==> src/rtl/p20_pkg.sv <==
// Shared definitions for the cactus obstacle spawner: FSM encoding, cactus types, defaults.
package p20_pkg;

    typedef enum logic [1:0] {
        ST_LOAD  = 2'd0,
        ST_COUNT = 2'd1,
        ST_STALL = 2'd2
    } state_t;

    localparam logic [1:0] OBS_SMALL  = 2'd0;
    localparam logic [1:0] OBS_TALL   = 2'd1;
    localparam logic [1:0] OBS_DOUBLE = 2'd2;
    localparam logic [1:0] OBS_TRIPLE = 2'd3;

    localparam int unsigned SPAWN_X_DEF = 640;
    localparam int unsigned GAP_W       = 6;

endpackage

==> src/rtl/p20_obstacle_slot.sv <==
// One scrolling obstacle slot: spawn load, per-tick leftward move, clear once off-screen.
module p20_obstacle_slot
    import p20_pkg::*;
#(
    parameter int unsigned XW      = 10,
    parameter int unsigned SPAWN_X = SPAWN_X_DEF
) (
    input  logic          clk,
    input  logic          sys_rst,
    input  logic          tick,
    input  logic          spawn,
    input  logic [1:0]    spawn_type,
    input  logic [2:0]    speed,
    output logic          valid,
    output logic [XW-1:0] x,
    output logic [1:0]    obs_type
);

    logic [XW-1:0] step_c;
    assign step_c = XW'(speed);

    // A slot reaching x==0 stays visible for one tick; it clears once speed exceeds x.
    always_ff @(posedge clk) begin
        if (sys_rst) begin
            valid    <= 1'b0;
            x        <= '0;
            obs_type <= OBS_SMALL;
        end else if (tick) begin
            if (spawn) begin
                valid    <= 1'b1;
                x        <= XW'(SPAWN_X);
                obs_type <= spawn_type;
            end else if (valid) begin
                if (x >= step_c) begin
                    x <= x - step_c;
                end else begin
                    valid <= 1'b0;
                    x     <= '0;
                end
            end
        end
    end

endmodule

==> src/rtl/p20_obstacle_spawner.sv <==
// Cactus spawner: draws gaps/types from the LFSR, stalls when all slots are busy, drives the slots.
module p20_obstacle_spawner
    import p20_pkg::*;
#(
    parameter int unsigned NUM_SLOTS = 2,
    parameter int unsigned XW        = 10,
    parameter int unsigned SPAWN_X   = SPAWN_X_DEF,
    parameter int unsigned MIN_GAP   = 8
) (
    input  logic                    clk,
    input  logic                    sys_rst,
    input  logic                    frame_tick,
    input  logic                    game_run,
    input  logic [2:0]              speed,
    input  logic [4:0]              rng_val,
    output logic                    rng_step,
    output logic                    spawn_pulse,
    output logic [NUM_SLOTS-1:0]    obs_valid,
    output logic [NUM_SLOTS*XW-1:0] obs_x,
    output logic [2*NUM_SLOTS-1:0]  obs_type
);

    state_t             state;
    logic [GAP_W-1:0]   gap_cnt;
    logic               tick_c;
    logic               free_any_c;
    logic               do_spawn_c;
    logic [NUM_SLOTS-1:0] spawn_sel_c;

    assign tick_c = frame_tick & game_run;

    // Lowest-index free slot, taken from the valid flags before this tick's move.
    always_comb begin
        spawn_sel_c = '0;
        free_any_c  = 1'b0;
        for (int i = 0; i < int'(NUM_SLOTS); i++) begin
            if (!obs_valid[i] && !free_any_c) begin
                spawn_sel_c[i] = 1'b1;
                free_any_c     = 1'b1;
            end
        end
    end

    assign do_spawn_c = tick_c && free_any_c &&
                        ((state == ST_COUNT && gap_cnt <= GAP_W'(1)) || state == ST_STALL);

    always_ff @(posedge clk) begin
        if (sys_rst) begin
            state       <= ST_LOAD;
            gap_cnt     <= '0;
            rng_step    <= 1'b0;
            spawn_pulse <= 1'b0;
        end else begin
            rng_step    <= 1'b0;
            spawn_pulse <= 1'b0;
            case (state)
                ST_LOAD: begin
                    gap_cnt  <= GAP_W'(MIN_GAP) + GAP_W'(rng_val);
                    rng_step <= 1'b1;
                    state    <= ST_COUNT;
                end
                ST_COUNT: begin
                    if (tick_c) begin
                        if (gap_cnt > GAP_W'(1)) begin
                            gap_cnt <= gap_cnt - GAP_W'(1);
                        end else if (do_spawn_c) begin
                            spawn_pulse <= 1'b1;
                            state       <= ST_LOAD;
                        end else begin
                            state <= ST_STALL;
                        end
                    end
                end
                ST_STALL: begin
                    if (do_spawn_c) begin
                        spawn_pulse <= 1'b1;
                        state       <= ST_LOAD;
                    end
                end
                default: state <= ST_LOAD;
            endcase
        end
    end

    for (genvar i = 0; i < int'(NUM_SLOTS); i++) begin : g_slot
        p20_obstacle_slot #(
            .XW      (XW),
            .SPAWN_X (SPAWN_X)
        ) u_slot (
            .clk        (clk),
            .sys_rst    (sys_rst),
            .tick       (tick_c),
            .spawn      (do_spawn_c && spawn_sel_c[i]),
            .spawn_type (rng_val[1:0]),
            .speed      (speed),
            .valid      (obs_valid[i]),
            .x          (obs_x[i*XW +: XW]),
            .obs_type   (obs_type[2*i +: 2])
        );
    end

endmodule

==> config.mk <==
export PLATFORM = sky130hd
export DESIGN_NAME = p20_obstacle_spawner
export DESIGN_NICKNAME = d
export VERILOG_FILES = /design/src/rtl/p20_pkg.sv /design/src/rtl/p20_obstacle_slot.sv /design/src/rtl/p20_obstacle_spawner.sv
export SDC_FILE = /design/constraint.sdc
export NUM_CORES = 1
export LEC_CHECK = 0
export BUFFER_PORTS_ARGS = -buffer_cell sky130_fd_sc_hd__buf_4
export CORE_ASPECT_RATIO = 2
export CORE_MARGIN = 2
export CORE_UTILIZATION = 45
export CTS_CLUSTER_DIAMETER = 150
export DETAILED_ROUTE_END_ITERATION = 10
export PLACE_DENSITY = 0.74
export SLEW_MARGIN = 10
export SYNTH_ARGS = -nofsm -noshare
export SYNTH_HDL_FRONTEND = slang
export SYNTH_SLANG_ARGS = --single-unit
==> constraint.sdc <==
create_clock -name clk -period 4.1 [get_ports clk]
set_input_delay 0.82 -clock clk [delete_from_list [all_inputs] [get_ports clk]]
set_output_delay 0.82 -clock clk [all_outputs]
set_load 0.01 [all_outputs]
== Word level (Yosys, flattened, before mapping) ==
Index checks and enable logic that the tools add are counted.
Cells by class
  add/subtract/negate cells: 4
  reductions and logical operators: 18
  bitwise logic cells: 1
  muxes and demuxes: 28
  order comparisons: 4
  equal/unequal tests: 6
Operators by type and width (number)
  10-bit two-way mux: 6
  10-bit by 3-bit greater-or-equal comparator with 1-bit output: 2
  10-bit by 3-bit subtractor with 10-bit output: 2
  1-bit two-way mux: 13
  6-bit two-way mux: 2
  6-bit case mux with 2 select lines: 1
  2-bit two-way mux: 4
  2-bit AND reduction: 4
  4-bit by 5-bit adder with 6-bit output (first input constant): 1
  6-bit by 1-bit greater-than comparator with 1-bit output (second input constant): 1
  6-bit by 1-bit less-or-equal comparator with 1-bit output (second input constant): 1
  1-bit logical AND: 6
  2-bit inequality test (second input constant): 3
  2-bit case mux with 3 select lines: 1
  3-bit AND reduction: 2
  2-bit nonzero test: 3
  6-bit by 1-bit subtractor with 6-bit output (second input constant): 1
  2-bit by 1-bit == test with 1-bit output (second input constant): 1
  2-bit == test (second input constant): 1
  2-bit zero test: 1
  2-bit by 1-bit inequality test with 1-bit output (second input constant): 1
  1-bit case mux with 2 select lines: 1
  1-bit bitwise AND: 1
  1-bit zero test: 1
  1-bit logical OR: 1
Storage, ports and cells
  register bits: 36
  output and inout port bits: 28
  word-level logic and storage cells: 71

== Depth between registers and ports, before layout ==
  depth in word-level cells: 9
  mapped depth: 10
  mapped depth without buffers: 9

== Cells and area by module ==
From an unflattened synthesis, not the netlist that was laid out.
Second synthesis, totals
  cells, all modules: 261
  area total of the unflattened synthesis: 2232.1 um^2
Modules (own cells, without submodules)
  p20_obstacle_slot at g_slot[0].u_slot: cells each 95, sequential area each 260.2 um^2, instances 1, area each 789.5 um^2
  p20_obstacle_slot at g_slot[1].u_slot: cells each 88, sequential area each 260.2 um^2, instances 1, area each 758.2 um^2
  p20_obstacle_spawner: cells each 78, sequential area each 200.2 um^2, instances 1, area each 684.4 um^2

== Least setup slack after synthesis ==
No wires, ideal clock.
  path type: input-to-reg
  start point: in speed[0]
  end point: reg g_slot[1].u_slot.x[6]
  slack: 1543 ps
  stages: 8
  data required time: 4030 ps
  arrival: 2487 ps
  path through: ha_1 inv_1 fa_1 a211o_1 nor2_1 nand3_1 or3b_2 a21oi_1
Between the ends
  word-level cells in the longest chain between the ends: 4
  elaborated cells between the ends (all ways): 5
  classes of those cells: add/sub: 1; order compare: 1; mux: 3
Ends and longest elaborated chain
  from (decl): line p20_obstacle_spawner.sv:14  | input logic [2:0] speed,
  10-bit by 3-bit subtractor with 10-bit output or 10-bit by 3-bit greater-or-equal comparator with 1-bit output (tied branches): line p20_obstacle_slot.sv:35, p20_obstacle_slot.sv:34
  10-bit two-way mux (*): line p20_obstacle_slot.sv:34  | if (x >= step_c) begin
  10-bit two-way mux (*): line p20_obstacle_slot.sv:33  | end else if (valid) begin
  10-bit two-way mux (*): line p20_obstacle_slot.sv:29  | if (spawn) begin
  to (signal assigned): line p20_obstacle_slot.sv:31  | x <= XW'(SPAWN_X);
  to (signal assigned): line p20_obstacle_slot.sv:35  | x <= x - step_c;
  to (decl): line p20_obstacle_slot.sv:15  | output logic [XW-1:0] x,
Mark *: on every way between the ends. The rest lies on a longest branch, timed or not. The select of a mux whose other input is x is not followed.
A chain may end at the register's enable or synchronous reset.

== Worst setup path in the final report ==
  start point: in speed[0]
  end point: reg g_slot[0].u_slot.x[3]
Between the ends
  word-level cells in the longest chain between the ends: 4
  elaborated cells between the ends (all ways): 5
  classes of those cells: add/sub: 1; order compare: 1; mux: 3
Ends and longest elaborated chain (line)
  10-bit by 3-bit subtractor with 10-bit output or 10-bit by 3-bit greater-or-equal comparator with 1-bit output (tied branches): p20_obstacle_slot.sv:35, p20_obstacle_slot.sv:34
  10-bit two-way mux (*): p20_obstacle_slot.sv:34
  10-bit two-way mux (*): p20_obstacle_slot.sv:33
  10-bit two-way mux (*): p20_obstacle_slot.sv:29
  to (signal assigned): p20_obstacle_slot.sv:31
  to (signal assigned): p20_obstacle_slot.sv:35
  to (decl): p20_obstacle_slot.sv:15
Marked as above.

==> reports/results.ini <==
[run_status]
status = complete, no violations

[setup_path]
crit_path_end_kind = register
worstPathArrival_ps = 2690
r2r-start = state[1]
critPathLaunch = speed[0]
worst-path-max-fanout = 8
reg2reg_slack_ps = 1590
start_kind = input pin
r2r_end = g_slot[1].u_slot.x[0]
worst_ep_required_time_ps = 4260
crit_end = g_slot[0].u_slot.x[3]
worstSetupPathType = in2reg
ff2ff_path_depth = 7

[final_layout]
multiInputGateArea_sq_um = 1220
num_antenna_cells = 0
fillCellCount = 427
fin_nets = 313
drive_above_1_share = 0.1719
synthToLayoutAreaGrowth_pct = 17.80
final-seq-area_sq_um = 720.7
fin_area_sq_um = 2426

[cts]
clk_latency_ps = 290
clock-sinks = 36
path_clk_slew_ps = 60
cts_buffer_depth = 2
cts_buffers = 5
cts_tree = built
post_cts_buffers = 0
ctsHoldBuffers = 0
cts_root_buf = clkbuf_8
cts_resized = 0
htreeDepth = 2

[synthesis]
ys.warnings.count = 0
synth_commonest_cells = 36 x dfxtp_1, 36 x nor2_1, 25 x nand2_1
synth-main-ff-cell = dfxtp_1
syn_avg_cell_area_sq_um = 8.108
synth-edff-count = 0
synth_cell_types = 50
yosysTopAreaCellShare = 0.3499
syn_inst = 254
synthArstFlopShare = 0
syn_nets = 280
synth.top_cells.by_area = dfxtp_1 35%, ha_1 7.3%, nor2_1 6.6%, nand2_1 4.6%, a21oi_1 3.6%
ys_seq_area_frac = 0.3499
yosysTopAreaCell = dfxtp_1
ys_ff_latch = 36
synthesis.area_sq_um = 2059

[die]
initial_core_util = 0.4700
core_area_sq_um = 4382
placementRows = 34
die_area_sq_um = 5166
io_pins = 40
fp.dieW_um = 51.84
die_h_um = 99.67

[sta]
setup_viol = 0
hold_slack_ps = 491.4
rsz0062_at_grt = no
worst_pin_slew_ps = 621.3
relSlewSlack = 0.5815
setup-tns-final_ps = 0
finalCritPeriodShare = 0.6153
hold_viol_final = 0
final.min_clock_period_ps = 2523
skew_ps = 4.855
fmax_ghz = 0.3964
slew_violations = 0

[place]
placed_cell_area_sq_um = 2357
place_congestion = 0.8707
hpwl_mm = 3.648
port-buffer-count = 39

[min_path]
hp-class = reg2reg
hold_depth = 2

[power]
p_leak_uw = 0.001042
ir_drop_mv = 0.2598
power.density_nw_per_um2 = 343.2
finalPower_uw = 832.6

[routing]
viasPerCell = 5.525
wirelength_mm = 4.690
drc = 0
vias = 1873
wire_per_inst_um = 13.83
drt-pass1-iter-count = 4
drtIter0Drc = 46
drt.antenna.violating_nets = 0

[grt]
antenna_found_initial = 0
grt_overflow = 0
grt_max_degree = 20
grt_pass1_vias = 1864
grt_usage = 0.2014
grt_pass1_wl_mm = 8.086

[run]
maxCapViolations = 0

report_power, final:
part           internal, uW  switching, uW
logic                  91.3            124
registers               372           22.4
clock network           109            114
final cells by class:
cell class              instances  area share
clock buffers                   5     0.02837
inverters                      15     0.02321
multi-input cells             190      0.5028
flip-flops and latches         36      0.2971
well taps                      54     0.02785
repair buffers                 39      0.1207
routing by layer:
metal,vias to the layer above,global-route usage,share of wire
li1,947,-,-
met1,882,0.2019,0.39
met2,37,0.3788,0.56
met3,7,0.03303,0.030
met4,0,0.09514,0.020
met5,-,0,0
per-stage QoR:
step / cells / util / setup WS, ps
after detailed placement: 334 / 0.5380 / 1242
after global routing: 339 / 0.5537 / 1290
after global placement: 334 / 0.5380 / 1313
after floorplan: 254 / - / 1543
after CTS: 339 / 0.5537 / 1551
final: 339 / 0.5537 / 1577
how the worst min path moves through the flow:
stage | start | endpoint
floorplan | gap_cnt[5] | gap_cnt[5]
global placement | gap_cnt[5] | gap_cnt[5]
detailed placement | gap_cnt[1] | gap_cnt[1]
CTS | gap_cnt[1] | gap_cnt[1]
global route | gap_cnt[5] | gap_cnt[5]
finish | gap_cnt[1] | gap_cnt[1]
worst max-delay path, cell delays in order:
cell and delay (ps):
buf_4 90, ha_1 180, inv_1 60, fa_1 410, a211o_1 290, a41oi_1 220
a41oi_1 210, nand2b_1 330, nor2_1 90
sequential cells by signal, indices dropped and copies added, names as in the netlist:
name / count
g_slot.u_slot.x: 20
g_slot.u_slot.obs_type: 4
spawn_pulse: 1
state: 2
rng_step: 1
g_slot.u_slot.valid: 2
gap_cnt: 6
logic make-up (layout without fill, tap and decap cells):
family / count (synthesis) / after routing / synth area share
multiplexers: 6 / 6 / 0.02916
adder cells (fa/ha/maj): 14 / 14 / 0.09234
flip-flops: 36 / 36 / 0.3499
AND/OR/NAND/NOR: 108 / 108 / 0.2594
buffers and inverters: 28 / 59 / 0.05771
XOR/XNOR: 11 / 11 / 0.04678
AO/OA/AOI/OAI: 51 / 51 / 0.1647
cell usage in the layout (no fill, tap or decap), types with 2 or more instances in the layout:
master / instances
a211o_1: 3
a211oi_1: 3
a21oi_1: 15
a41oi_1: 2
and2_1: 2
and3_1: 2
buf_4: 39
clkbuf_8: 5
dfxtp_1: 36
fa_1: 2
ha_1: 12
inv_1: 15
mux2i_1: 6
nand2_1: 25
nand2b_1: 4
nand3_1: 5
nand3b_1: 3
nor2_1: 36
nor2b_1: 5
nor3_1: 7
nor4_1: 5
nor4b_1: 3
o211ai_1: 2
o21ai_0: 10
o22ai_1: 2
o31a_1: 3
or3_1: 3
xnor2_1: 7
xor2_1: 4
Power figures use the tool's default switching activity.
